$ cat src/rtl/sha256_round_ctrl.sv
// SHA-256 compression-block sequencer: accepts 16 message words, steps the
// round index that addresses the K ROM, and drives the datapath strobes.
// Optional feature macro: SHA256_ABORT_EN (adds i_abort to cancel a block).
//
// state   | meaning
// --------+-----------------------------------------------------------
// S_IDLE  | waiting for i_start; o_done shows here for one cycle
// S_LOAD  | taking message words W0..W15, stalls without i_msg_valid
// S_ROUND | rounds WORDS..ROUNDS-1, W from the schedule expander
// S_FINAL | one cycle of H += working regs
module sha256_round_ctrl #(
  parameter int ROUNDS = 64,
  parameter int WORDS  = 16,
  parameter int CNT_W  = 7
) (
  input  logic             i_clk,
  input  logic             i_rst_n,
  input  logic             i_start,
  input  logic             i_init,
  input  logic             i_msg_valid,
`ifdef SHA256_ABORT_EN
  input  logic             i_abort,
`endif
  output logic             o_msg_ready,
  output logic [CNT_W-1:0] o_coef_num,
  output logic             o_round_en,
  output logic             o_w_sel,
  output logic             o_load_iv,
  output logic             o_load_chain,
  output logic             o_final_add,
  output logic             o_busy,
  output logic             o_done
);

  typedef enum logic [1:0] {S_IDLE, S_LOAD, S_ROUND, S_FINAL} state_t;

  state_t           r_state;
  state_t           w_state_nxt;
  logic [CNT_W-1:0] r_cnt;
  logic [CNT_W-1:0] w_cnt_nxt;
  logic             r_done;
  logic             w_abort;

`ifdef SHA256_ABORT_EN
  // Abort only matters while words or rounds are in flight.
  assign w_abort = i_abort & ((r_state == S_LOAD) | (r_state == S_ROUND));
`else
  assign w_abort = 1'b0;
`endif

  assign o_coef_num = r_cnt;
  assign o_done     = r_done;

  // State, round counter and the done flag that marks the IDLE cycle after FINAL.
  always_ff @(posedge i_clk or negedge i_rst_n) begin
    if (!i_rst_n) begin
      r_state <= S_IDLE;
      r_cnt   <= '0;
      r_done  <= 1'b0;
    end else begin
      r_state <= w_state_nxt;
      r_cnt   <= w_cnt_nxt;
      r_done  <= (r_state == S_FINAL);
    end
  end

  // Next-state, counter update and all datapath strobes.
  always_comb begin
    w_state_nxt  = r_state;
    w_cnt_nxt    = r_cnt;
    o_msg_ready  = 1'b0;
    o_round_en   = 1'b0;
    o_w_sel      = 1'b0;
    o_load_iv    = 1'b0;
    o_load_chain = 1'b0;
    o_final_add  = 1'b0;
    o_busy       = 1'b0;
    unique case (r_state)
      S_IDLE: begin
        o_load_iv    = i_start & i_init;
        o_load_chain = i_start & ~i_init;
        if (i_start) begin
          w_state_nxt = S_LOAD;
          w_cnt_nxt   = '0;
        end
      end
      S_LOAD: begin
        o_busy = 1'b1;
        if (w_abort) begin
          w_state_nxt = S_IDLE;
          w_cnt_nxt   = '0;
        end else begin
          o_msg_ready = 1'b1;
          o_round_en  = i_msg_valid;
          if (i_msg_valid) begin
            if (r_cnt == CNT_W'(WORDS - 1)) begin
              w_state_nxt = S_ROUND;
              w_cnt_nxt   = CNT_W'(WORDS);
            end else begin
              w_cnt_nxt = r_cnt + 1'b1;
            end
          end
        end
      end
      S_ROUND: begin
        o_busy  = 1'b1;
        o_w_sel = 1'b1;
        if (w_abort) begin
          w_state_nxt = S_IDLE;
          w_cnt_nxt   = '0;
        end else begin
          o_round_en = 1'b1;
          // Counter parks at the last round so the ROM address never wraps.
          if (r_cnt == CNT_W'(ROUNDS - 1)) begin
            w_state_nxt = S_FINAL;
          end else begin
            w_cnt_nxt = r_cnt + 1'b1;
          end
        end
      end
      S_FINAL: begin
        o_busy      = 1'b1;
        o_final_add = 1'b1;
        w_state_nxt = S_IDLE;
      end
      default: begin
        w_state_nxt = S_IDLE;
      end
    endcase
  end

endmodule

$ cat config.mk
export PLATFORM = sky130hd
export DESIGN_NAME = sha256_round_ctrl
export DESIGN_NICKNAME = d
export VERILOG_FILES = /design/src/rtl/sha256_round_ctrl.sv
export SDC_FILE = /design/constraint.sdc
export NUM_CORES = 1
export LEC_CHECK = 0
export ABC_AREA = 1
export BUFFER_PORTS_ARGS = -buffer_cell sky130_fd_sc_hd__buf_2
export CAP_MARGIN = 20
export CELL_PAD_IN_SITES_DETAIL_PLACEMENT = 1
export CELL_PAD_IN_SITES_GLOBAL_PLACEMENT = 1
export CORE_MARGIN = 1
export CORE_UTILIZATION = 35
export CTS_BUF_LIST = sky130_fd_sc_hd__clkbuf_16
export DETAILED_ROUTE_END_ITERATION = 6
export PLACE_DENSITY = 0.77
export SYNTH_ARGS = -nofsm -noshare
export SYNTH_HDL_FRONTEND = slang
export SYNTH_SLANG_ARGS = --single-unit
$ cat constraint.sdc
create_clock -name i_clk -period 1.7 [get_ports i_clk]
set_input_delay 0.17 -clock i_clk [delete_from_list [all_inputs] [get_ports i_clk]]
set_output_delay 0.17 -clock i_clk [all_outputs]
set_load 0.01 [all_outputs]
==> reports/qor.yml <==
worst_setup_path:
  worstReg2RegStart: "o_coef_num[0]$_DFFE_PN0P_"
  required_ps: 1530
  startpoint: "r_state[0]$_DFFE_PN0P_"
  cp_cell_sequence: "inv_4 > ha_4 > inv_2 > a21oi_4 > o21a_1 > buf_6"
  max_stage_delay_ps: 430
  ff2ff_setup_slack_ps: 140
  worstSetupPathType: "reg2out"
  arrival_ps: 1500
  critPathMaxFanout: 4
  reg2reg_depth: 6
  slowest_stage: "dfrtp_2"
  cp-endpoint: "o_round_en"
  critPathCaptureType: "primary output"
  start_kind: "flip-flop"
  reg2reg_to: "o_coef_num[6]$_DFFE_PN0P_"
logic_synthesis:
  synth.area.top_cells: "dfrtp_1, ha_1, nand2_1, inv_1, nor2_4"
  synth.most_common_cell: "nand2_1"
  synth-seq-area-share_pct: 34.2
  yosys_warnings: 0
  synthFlopType: "dfrtp_1"
  synth.avg_cell_area_um2: 8.03
  syn_inst: 91
  netlist_top_cells_count: "nand2_1, inv_1, dfrtp_1"
  async_flop_share_pct: 100
  yosysTopAreaCell: "dfrtp_1"
  ys_types: 23
  syn-num-nets: 102
  synth-seq-cells: 10
  syn_area_um2: 731
  synth_edf_count: 0
  synthDominantCellAreaShare_pct: 34.2
cts:
  ctsRootBufferMaster: "clkbuf_16"
  clkSinkCount: 10
  path_clk_slew_ps: 40
  cts.htree.levels: 1
  cts_buffer_depth: 2
  cts_inserted_buffers: 3
  cts_tree: "built"
  clk_latency_ps: 230
layout:
  fillCellCount: 243
  final_core_util_pct: 54.0
  fin_cells: 148
  multiInputGateArea_um2: 484
  drive_above_1_share_pct: 43.8
  syn2layout_area_growth_pct: 45.0
  seq_area_um2: 251
  diodes: 0
  fin_nets: 134
floorplanning:
  die_area_um2: 2270
  boundaryPins: 20
  die_y_um: 47.7
  placementRows: 16
  core_um2: 1960
  initial_core_util_pct: 37.2
  die_w_um: 47.7
sta:
  slew_viol_final: 0
  hold_viol_final: 0
  max_freq_mhz: 599
  period_needed_ps: 1670
  setup_viol: 0
  finClkSkew_ps: 1.57
  setup_tns_ps: 0
  tightest_slew_ps: 266
  slew-limit-headroom_pct: 82.2
  post-route-period-util_pct: 98.1
grt:
  grt_first_pass_wirelength_um: 3170
  grtUsageTotal_pct: 21.0
  grt_overflow: 0
  grt_pass1_vias: 702
  grt_max_degree: 11
  antenna_found_initial: 0
routing:
  wl_per_cell_um: 15.6
  antenna_left: 0
  drt_iter0_drc: 9
  vias: 756
  drc: 0
  avgViaCountPerCell: 5.11
  drt_first_pass_iters: 4
  wl_um: 2310
power:
  power_density_nw_per_um2: 1740
  leakage_nw: 0.519
  irDropWorstVdd_mv: 1.14
placement:
  port_buffers: 19
  dp_cells: 139
  hpwlAfterDp_um: 1470
  place.gp.congestion: 0.751
hold_path:
  hold_path.class: "in2async"
run:
  max-cap-violations: 0
run_status:
  status: "finished clean"
## flip-flops by register name, indices dropped and copies added (netlist names)
signal,cells
r_state,2
o_done,1
o_coef_num,7
## stage by stage
stage,power [mW],worst slack [ps],hold slack [ps],cell area [µm²]
floorplan,0.864,257,-126,731
detailed placement,1.11,87.8,46.4,875
global placement,1.09,147,45.8,875
finish,1.84,31.7,326,1060
CTS,1.63,24.7,338,996
global route,1.97,-13.6,356,1060
## cell usage in the layout (no fill, tap or decap)
cell | synthesis | routed
nand2_1 | 20 | 20
buf_2 | 0 | 18
dfrtp_1 | 10 | 9
inv_1 | 12 | 8
nor2_1 | 8 | 8
buf_4 | 0 | 6
nand2_2 | 5 | 5
nand3_1 | 5 | 5
o21ai_0 | 4 | 4
inv_2 | 0 | 3
nor2_4 | 3 | 3
nand4_1 | 3 | 3
ha_4 | 0 | 3
ha_1 | 6 | 3
clkbuf_16 | 0 | 3
a21oi_2 | 2 | 2
o21ai_1 | 2 | 2
buf_6 | 0 | 2
inv_4 | 0 | 1
a21oi_4 | 0 | 1
o21a_1 | 1 | 1
nor3_1 | 1 | 1
nand3_4 | 1 | 1
nand2_4 | 1 | 1
nand3_2 | 1 | 1
xnor2_1 | 1 | 1
o21bai_2 | 1 | 1
or2_2 | 1 | 1
o2111ai_1 | 1 | 1
nand3b_1 | 1 | 1
dlygate4sd3_1 | 0 | 1
dfrtp_2 | 0 | 1
## area by class of cell
cell class                 count  share of cell area, %
tap                           27                   3.19
inverter                      12                   4.49
timing repair buffer          27                   15.8
clock buffer                   3                   7.08
multi-input combinational     69                   45.7
sequential                    10                   23.7
## critical path, delay by kind of cell, from the launching register on
kind	cells	cell delay [ps]
AOI/OAI and AO/OA	2	330
adders and majority gates	1	270
buffers and inverters	3	240
DFF	1	430
## metal layers
| layer | global-route usage [%] | part of all wire [%] |
|---|---|---|
| met2 | 36.2 | 54 |
| met3 | 6.04 | 3.5 |
| met1 | 24.0 | 39 |
| met5 | 0 | 0 |
| met4 | 9.44 | 3.7 |
## worst min-delay path by stage
stage / endpoint / start / cells after the start / slack (ps)
2_1_floorplan: o_coef_num[0]$_DFFE_PN0P_ / i_rst_n / 0 / -130
3_3_place_gp: o_coef_num[1]$_DFFE_PN0P_ / i_rst_n / 1 / 50
3_5_place_dp: o_coef_num[1]$_DFFE_PN0P_ / i_rst_n / 1 / 50
4_1_cts: o_coef_num[1]$_DFFE_PN0P_ / i_rst_n / 2 / 340
5_1_grt: o_coef_num[3]$_DFFE_PN0P_ / i_rst_n / 2 / 360
6_report: o_coef_num[1]$_DFFE_PN0P_ / i_rst_n / 2 / 330
## where the power goes
group	switching, mW	internal (mW)	total, mW
Sequential	0.0579	0.292	0.350
Combinational	0.621	0.464	1.09
Clock	0.101	0.304	0.405
## timing repair
| item | 4_1_cts | 5_1_grt |
|---|---|---|
| buffers inserted | 1 | 6 |
| gates resized for setup | 6 | 9 |
| endpoints found under the hold margin | 10 | 0 |
| setup endpoints to repair | 1 | 1 |
| hold buffers | 1 | 0 |
| pin swaps | 0 | 5 |
## kinds of logic (layout without fill, tap and decap cells)
kind of cell,count (synthesis),in the layout,synth area share (%)
XOR/XNOR,1,1,1.20
adder cells (fa/ha/maj),6,6,10.3
AND/OR/NAND/NOR,50,50,37.2
AO/OA/AOI/OAI,12,12,11.0
flip-flops,10,10,34.2
buffers and inverters,12,42,6.16
(Power assumes the default switching activity.)
